**config.mk**
```make
export PLATFORM = sky130hd
export DESIGN_NAME = t03_decode_queue_flat
export DESIGN_NICKNAME = d
export VERILOG_FILES = /design/src/rtl/t03_decode_queue_if.sv /design/src/rtl/t03_decode_queue.sv /design/src/flat_wrapper.sv
export SDC_FILE = /design/constraint.sdc
export NUM_CORES = 1
export LEC_CHECK = 0
export BUFFER_PORTS_ARGS = -buffer_cell sky130_fd_sc_hd__buf_2
export CORE_MARGIN = 10
export CORE_UTILIZATION = 60
export DETAILED_ROUTE_END_ITERATION = 8
export GPL_ROUTABILITY_DRIVEN = 0
export GPL_TIMING_DRIVEN = 0
export PLACE_DENSITY = 0.9
export SLEW_MARGIN = 20
export SYNTH_ARGS = -nofsm -noshare
export SYNTH_HDL_FRONTEND = slang
export SYNTH_SLANG_ARGS = --single-unit
```
**constraint.sdc**
```tcl
create_clock -name clk -period 16.15 [get_ports clk]
set_input_delay 3.23 -clock clk [delete_from_list [all_inputs] [get_ports clk]]
set_output_delay 3.23 -clock clk [all_outputs]
set_load 0.03 [all_outputs]
```
**src/rtl/t03_decode_queue_if.sv**
```systemverilog
// t03_decode_queue_if: fetch-side push and execute-side pop bundle for t03_decode_queue.
// The queue itself takes the slave modport; the fetch/execute side takes master.
interface t03_decode_queue_if #(
    parameter int XLEN  = 32,
    parameter int DEPTH = 4
);
    logic                   flush;
    logic                   in_valid;
    logic                   in_ready;
    logic [31:0]            in_inst;
    logic [XLEN-1:0]        in_pc;
    logic                   out_valid;
    logic                   out_ready;
    logic [XLEN-1:0]        out_pc;
    logic [4:0]             out_rs1;
    logic [4:0]             out_rs2;
    logic [4:0]             out_rd;
    logic [2:0]             out_type;
    logic [16:0]            out_control;
    logic [XLEN-1:0]        out_imm;
    logic                   out_illegal;
    logic [$clog2(DEPTH):0] count;

    modport master (
        output flush, in_valid, in_inst, in_pc, out_ready,
        input  in_ready, out_valid, out_pc, out_rs1, out_rs2, out_rd,
               out_type, out_control, out_imm, out_illegal, count
    );
    modport slave (
        input  flush, in_valid, in_inst, in_pc, out_ready,
        output in_ready, out_valid, out_pc, out_rs1, out_rs2, out_rd,
               out_type, out_control, out_imm, out_illegal, count
    );
endinterface

```
**src/rtl/t03_decode_queue.sv**
```systemverilog
// t03_decode_queue: RV-style instruction decoder feeding a circular FIFO of decoded records.
// Define T03_DECODE_ILLEGAL_EN to flag and blank illegal encodings instead of decoding them as R.
module t03_decode_queue #(
    parameter int XLEN  = 32,
    parameter int DEPTH = 4
) (
    input logic              clk,
    input logic              nRst,
    t03_decode_queue_if.slave bus
);
    localparam int PW = $clog2(DEPTH);
    localparam int CW = PW + 1;
    localparam logic [2:0] T_R = 3'd0, T_I = 3'd1, T_S = 3'd2, T_SB = 3'd3, T_UJ = 3'd4, T_U = 3'd5;

    typedef struct packed {
        logic [XLEN-1:0] pc;
        logic [XLEN-1:0] imm;
        logic [16:0]     ctl;
        logic [4:0]      rs1;
        logic [4:0]      rs2;
        logic [4:0]      rd;
        logic [2:0]      typ;
        logic            ill;
    } rec_t;

    logic [31:0] inst;
    logic [6:0]  opc;
    logic        is_r, is_i, is_s, is_sb, is_uj, is_u, known, bad;
    rec_t        dec_d;

    assign inst  = bus.in_inst;
    assign opc   = inst[6:0];
    assign is_i  = opc inside {7'b0000011, 7'b0010011, 7'b0011011, 7'b1100111, 7'b1110011, 7'b0001111};
    assign is_r  = opc inside {7'b0110011, 7'b0111011};
    assign is_s  = opc == 7'b0100011;
    assign is_sb = opc == 7'b1100011;
    assign is_uj = opc == 7'b1101111;
    assign is_u  = opc inside {7'b0110111, 7'b0010111};
    assign known = is_r | is_i | is_s | is_sb | is_uj | is_u;

`ifdef T03_DECODE_ILLEGAL_EN
    assign bad = (inst[1:0] != 2'b11) | ~known | (is_r & ~(inst[31:25] inside {7'h00, 7'h20}));
`else
    assign bad = 1'b0;
`endif

    // Unrecognised opcodes fall through every is_* test and so decode with the R field set.
    always_comb begin
        dec_d     = '0;
        dec_d.pc  = bus.in_pc;
        dec_d.ill = bad;
        if (!bad) begin
            dec_d.typ = is_i ? T_I : is_s ? T_S : is_sb ? T_SB : is_uj ? T_UJ : is_u ? T_U : T_R;
            dec_d.rs1 = (is_u | is_uj) ? 5'd0 : inst[19:15];
            dec_d.rs2 = (is_i | is_u | is_uj) ? 5'd0 : inst[24:20];
            dec_d.rd  = (is_s | is_sb) ? 5'd0 : inst[11:7];
            dec_d.ctl = {(is_i | is_s | is_sb | is_u | is_uj) ? 7'd0 : inst[31:25],
                         (is_u | is_uj) ? 3'd0 : inst[14:12], opc};
            dec_d.imm = is_i  ? XLEN'($signed(inst[31:20]))
                      : is_s  ? XLEN'($signed({inst[31:25], inst[11:7]}))
                      : is_sb ? XLEN'($signed({inst[31], inst[7], inst[30:25], inst[11:8], 1'b0}))
                      : is_u  ? XLEN'($signed({inst[31:12], 12'b0}))
                      : is_uj ? XLEN'($signed({inst[31], inst[19:12], inst[20], inst[30:21], 1'b0}))
                      : '0;
        end
    end

    rec_t          mem_q [DEPTH];
    rec_t          hd;
    logic [PW-1:0] wr_q, wr_d, rd_q, rd_d;
    logic [CW-1:0] cnt_q, cnt_d;
    logic          push, pop;

    assign bus.in_ready  = cnt_q < CW'(DEPTH);
    assign bus.out_valid = cnt_q != '0;
    assign push          = bus.in_valid & bus.in_ready;
    assign pop           = bus.out_valid & bus.out_ready;

    always_comb begin
        wr_d  = bus.flush ? '0 : wr_q + PW'(push);
        rd_d  = bus.flush ? '0 : rd_q + PW'(pop);
        cnt_d = bus.flush ? '0 : cnt_q + CW'(push) - CW'(pop);
    end

    always_ff @(posedge clk or negedge nRst) begin
        if (!nRst) begin
            wr_q  <= '0;
            rd_q  <= '0;
            cnt_q <= '0;
        end else begin
            wr_q  <= wr_d;
            rd_q  <= rd_d;
            cnt_q <= cnt_d;
        end
    end

    always_ff @(posedge clk) begin
        if (push && !bus.flush) mem_q[wr_q] <= dec_d;
    end

    assign hd              = bus.out_valid ? mem_q[rd_q] : '0;
    assign bus.out_pc      = hd.pc;
    assign bus.out_rs1     = hd.rs1;
    assign bus.out_rs2     = hd.rs2;
    assign bus.out_rd      = hd.rd;
    assign bus.out_type    = hd.typ;
    assign bus.out_control = hd.ctl;
    assign bus.out_imm     = hd.imm;
    assign bus.out_illegal = hd.ill;
    assign bus.count       = cnt_q;
endmodule

```
**src/flat_wrapper.sv**
```systemverilog
// flat-port wrapper written by rule: the top's interface ports become plain ports
module t03_decode_queue_flat 
#(
    parameter int XLEN  = 32,
    parameter int DEPTH = 4
)
  (clk, nRst, bus_flush, bus_in_valid, bus_in_inst, bus_in_pc, bus_out_ready, bus_in_ready, bus_out_valid, bus_out_pc, bus_out_rs1, bus_out_rs2, bus_out_rd, bus_out_type, bus_out_control, bus_out_imm, bus_out_illegal, bus_count);
  t03_decode_queue_if #(.XLEN(XLEN), .DEPTH(DEPTH)) bus_i ();
  input logic clk;
  input logic nRst;
  input wire logic [$bits(bus_i.flush)-1:0] bus_flush;
  input wire logic [$bits(bus_i.in_valid)-1:0] bus_in_valid;
  input wire logic [$bits(bus_i.in_inst)-1:0] bus_in_inst;
  input wire logic [$bits(bus_i.in_pc)-1:0] bus_in_pc;
  input wire logic [$bits(bus_i.out_ready)-1:0] bus_out_ready;
  output wire logic [$bits(bus_i.in_ready)-1:0] bus_in_ready;
  output wire logic [$bits(bus_i.out_valid)-1:0] bus_out_valid;
  output wire logic [$bits(bus_i.out_pc)-1:0] bus_out_pc;
  output wire logic [$bits(bus_i.out_rs1)-1:0] bus_out_rs1;
  output wire logic [$bits(bus_i.out_rs2)-1:0] bus_out_rs2;
  output wire logic [$bits(bus_i.out_rd)-1:0] bus_out_rd;
  output wire logic [$bits(bus_i.out_type)-1:0] bus_out_type;
  output wire logic [$bits(bus_i.out_control)-1:0] bus_out_control;
  output wire logic [$bits(bus_i.out_imm)-1:0] bus_out_imm;
  output wire logic [$bits(bus_i.out_illegal)-1:0] bus_out_illegal;
  output wire logic [$bits(bus_i.count)-1:0] bus_count;
  assign bus_i.flush = bus_flush;
  assign bus_i.in_valid = bus_in_valid;
  assign bus_i.in_inst = bus_in_inst;
  assign bus_i.in_pc = bus_in_pc;
  assign bus_i.out_ready = bus_out_ready;
  assign bus_in_ready = bus_i.in_ready;
  assign bus_out_valid = bus_i.out_valid;
  assign bus_out_pc = bus_i.out_pc;
  assign bus_out_rs1 = bus_i.out_rs1;
  assign bus_out_rs2 = bus_i.out_rs2;
  assign bus_out_rd = bus_i.out_rd;
  assign bus_out_type = bus_i.out_type;
  assign bus_out_control = bus_i.out_control;
  assign bus_out_imm = bus_i.out_imm;
  assign bus_out_illegal = bus_i.out_illegal;
  assign bus_count = bus_i.count;
  t03_decode_queue #(.XLEN(XLEN), .DEPTH(DEPTH)) u_core (.clk(clk), .nRst(nRst), .bus(bus_i));
endmodule
```
After elaboration in Yosys (flattened, before gate mapping)
Memory sizes are Yosys's and may differ from the RTL's.
Index checks and enable logic that the tools add are counted.

word-level totals
  register bits = 7
  RAM bits = 396
  input port bits = 69
  logic and storage cells = 56
  memories kept = 1

memories
  name          words  bits a word  read ports  clocked after Yosys merged registers in  wr ports  line                    RTL
  u_core.mem_q  4      99           1           0                                        1         t03_decode_queue.sv:68  rec_t mem_q [DEPTH];

cells by class
  $add $sub $neg = 4
  order comparisons = 1
  equal/unequal tests = 11
  mux-type cells = 21
  bitwise logic cells = 10
  reductions and logical operators = 5

operator list
  cell                  number
  $mux W32              5
  $mux W100             1
  $eq A7 B7 Y1 const B  4
  $eq A7 B5 Y1 const B  3
  $mux W3               7
  $mux W5               3
  $eq A7 B6 Y1 const B  2
  $or A1 B1 Y1          8
  $eq A7 B2 Y1 const B  1
  $eq A7 B4 Y1 const B  1
  $mux W7               1
  $reduce_bool A6 Y1    1
  $add A2 B1 Y2         2
  $mux W2               2
  $add A3 B1 Y3         1
  $lt A3 B3 Y1 const B  1
  $reduce_bool A3 Y1    1
  $sub A3 B1 Y3         1
  $and A1 B1 Y1         2
  $mux W1               2
  $reduce_bool A2 Y1    1
  $logic_and A1 B1 Y1   1
  $logic_not A1 Y1      1

Longest topological paths before layout
  word-level depth = 7
  depth in mapped cells = 11
  gate-level depth less buffers = 10

Least setup slack after synthesis
No wires, ideal clock.

  path kind = input-to-reg
  from = input port bus_in_valid
  to = memory u_core.mem_q[0][0] in the netlist's numbering (enable)
  setup time = 0.698 ns
  data arrival time = 10.865 ns
  required time = 15.452 ns
  slack = 4.587 ns
  stages = 3
  buffers on the path = 0
  path through = nor2b_1 > nor2b_1 > nor3b_1

between the ends
  word-level cells in the longest chain between the ends = 4

RTL lines
  what                           line                    RTL
  start: declaration             flat_wrapper.sv:12      input wire logic [$bits(bus_i.in_valid)-1:0] bus_in_valid;
  $and A1 B1 Y1                  t03_decode_queue.sv:76  assign push = bus.in_valid & bus.in_ready;
  $logic_and A1 B1 Y1            t03_decode_queue.sv:98  if (push && !bus.flush) mem_q[wr_q] <= dec_d;
  $mux W1                        t03_decode_queue.sv:98
  $mux W1 (not written as such)  t03_decode_queue.sv:98
  end: declaration               t03_decode_queue.sv:68

No other way between the ends.

Worst setup path in the final report
  from = register u_core.cnt_q[1], in the netlist u_core.bus.count[1]
  to = output port bus_out_imm[23]

between the ends
  word-level cells in the longest chain between the ends = 2

RTL lines
  what                      line                     RTL
  start: declaration        t03_decode_queue.sv:71   logic [CW-1:0] cnt_q, cnt_d;
  start signal: assignment  t03_decode_queue.sv:93   cnt_q <= cnt_d;
  $reduce_bool A3 Y1        t03_decode_queue.sv:75   assign bus.out_valid = cnt_q != '0;
  $mux W100                 t03_decode_queue.sv:101  assign hd = bus.out_valid ? mem_q[rd_q] : '0;
  end: declaration          flat_wrapper.sv:24       output wire logic [$bits(bus_i.out_imm)-1:0] bus_out_imm;

No other way between the ends.

==> qor.yml <==
numCtsBuffers: 40
start_util_pct: 61.41
worst_setup_path_start_kind: "flop"
fill_cells: 1470
coreArea_um2: 26210
fp.dieW_um: 183.8
seq_area_um2: 12070
ctsRootBufferMaster: "clkbuf_16"
dieArea_um2: 33780
ys_seq_area_share_pct: 74.97
path_class: "flop to output pin"
ctsLongestPathBuffers: 3
antenna_found_initial: 4
drt_iter0_markers: 966
hold_viol_final: 0
grt_pass1_wl_mm: 54.81
dp.cells: 1332
first_global_vias: 9158
post_cts_resized: 0
leakagePower_nw: 6.829
netlist_instances: 800
rows: 59
cts_num_sinks: 403
syn-num-nets: 874
grt_usage_pct: 21.54
tns_ns: 0
power.density_nw_per_um2: 161.9
cp_max_fo: 10
arrival_ns: 2.80
dpl-instance-area_um2: 17810
ant_nets: 0
final_nets: 1113
clk_latency_ns: 0.53
post_cts_buffers: 0
final_util_pct: 73.05
drive_above_1_share_pct: 35.85
finalCritPeriodShare_pct: 37.34
vdd_ir_drop_max_mv: 0.1031
yosysUniqueCellTypes: 45
power_frac_clock_pct: 30.1
slew_viol_final: 0
multi_input_area_um2: 3805
p_total_mw: 3.100
p_int_mw: 2.117
die_height_um: 183.8
finalSetupViolations: 0
routedWlPerCell_um: 25.80
async_reset_ff_share_pct: 1.737
synth_area_per_cell_um2: 20.12
ys_ff_latch: 403
yosysWarnings: 0
area_growth_pct: 18.95
max_freq_mhz: 165.8
pin_count: 174
grt_remaining_overflow: 0
max-cap-violations: 0
min_period_ns: 6.031
crit_path_start: "u_core.bus.count[1]"
fin_cells: 1407
drt_pre_antenna_iters: 5
regToRegStartpoint: "u_core.bus.count[1]"
fin_area_um2: 19140
outcome: "finished clean"
routed_via_density: 6.134
drt_wl_total_mm: 36.30
switching_share_pct: 31.70
yosys_most_used_dff: "edfxtp_1"
synth_area_um2: 16090
p_comb_share_pct: 30.4
clk_pin_slew_ns: 0.06
tightest_slew_ns: 0.9884
finalClockSkew_ns: 0.02539
hp-class: "flop to flop"
switching_power_mw: 0.9826
cts_tree: "built"
drc: 0
via_count: 8630
worstSetupEndpointType: "output pin"
ctsHoldBuffers: 0
rsz0062_at_grt: "no"
hold_start: "u_core.rd_q[0]"
crit_required_ns: 12.92
power_frac_seq_pct: 39.4
max_slew_margin_pct: 34.11
synth_edf_count: 396
grt_max_degree: 40
io_buffers: 172
dpl.hpwl_mm: 23.96
h-tree-depth: 2
==> worst max-delay path, cell delays in order, from the launching register on <==
cell	delay, ns
dfrtp_1	0.42
or3_1	0.15
clkbuf_1	0.74
clkbuf_1	0.46
and2_1	0.27
buf_2	0.22
==> layout by cell type (no fill, tap or decap), types with 9 or more instances in the layout <==
cell / synthesis / final
edfxtp_1: 396 / 396
buf_2: 12 / 184
and2_1: 106 / 106
mux4_2: 99 / 99
clkbuf_16: 0 / 41
nand2_1: 31 / 31
clkbuf_1: 15 / 25
nor2b_1: 25 / 25
buf_4: 6 / 14
a21o_1: 10 / 10
nor2_1: 11 / 9
clkinv_1: 0 / 9
==> kinds of logic after synthesis <==
group           synth area share [%]
compound gates                 1.695
fa+ha+maj                     0.4354
flops                          74.97
buf+inv                        1.539
mux                            13.92
other cells                  0.02330
simple gates                   7.199
xor+xnor                      0.2177
==> power by group through the flow <==
stage	Combinational (mW)	Clock [mW]	Sequential [mW]
floorplan	0.648	0	1.25
global placement	0.916	0	1.26
detailed placement	0.951	0	1.24
CTS	0.960	0.950	1.22
global route	1.01	0.990	1.23
finish	0.944	0.935	1.22
==> layout make-up <==
cell class	count	area share, %
Sequential cell	403	63.03
Multi-Input combinational cell	347	19.87
Timing Repair Buffer	197	6.634
Clock buffer	52	5.627
Tap cell	335	2.189
Clock inverter	22	1.340
Buffer	43	1.157
Inverter	7	0.1372
Antenna cell	1	0.01307
==> Yosys cell counts (2+ instances only) <==
cell type  count  area share (%)
edfxtp_1     396              74
and2_1       106             4.1
mux4_2        99              14
nand2_1       31            0.72
nor2b_1       25            0.97
clkbuf_1      15            0.35
buf_2         12            0.37
nor2_1        11            0.26
a21o_1        10            0.47
and3_1         8            0.31
buf_1          7            0.16
dfrtp_1        7             1.1
inv_1          7            0.16
buf_4          6            0.28
nand2b_1       5            0.19
o21ai_0        5            0.16
a21oi_1        4            0.12
a22o_1         4            0.22
ha_1           4            0.31
xnor2_1        4            0.22
buf_6          3            0.21
o2bb2ai_1      3            0.16
a21oi_2        2            0.11
a31oi_1        2           0.078
nor4_2         2            0.16
o22ai_1        2           0.078
or2_2          2           0.078
==> final timing paths <==
kind,endpoint,slack [ns],depth (start not counted)
worst min register to register,u_core.rd_q[0],0.67,2
worst min-delay path,u_core.rd_q[0],0.67,2
worst max register to register,u_core.bus.count[2],12.97,11
worst max-delay path,bus_out_imm[23],10.12,5
min in group asynchronous,u_core.bus.count[1],2.54,1
max in group asynchronous,u_core.bus.count[2],13.45,1
==> state kept, by name (all words and copies together) (netlist names) <==
name,cells
u_core.rd_q,2
u_core.mem_q,396
u_core.wr_q,2
u_core.bus.count,3
==> per-stage QoR <==
stage,setup slack (ns),hold WS (ns)
CTS,9.991,0.6730
global placement,-0.8359,0.5795
finish,10.12,0.6666
floorplan,4.587,0.5541
global route,9.936,0.6982
detailed placement,10.34,0.6599
==> per-layer routing <==
metal  part of all wire (%)  up-vias  global-route usage, %
li1                       -     3664                      -
met1                     37     4365                  27.45
met2                     51      504                  36.37
met3                    9.3       93                  5.000
met4                    2.5        4                  6.424
met5                  0.039        -                      0
Note: power is estimated with default switching activity, not from simulation.
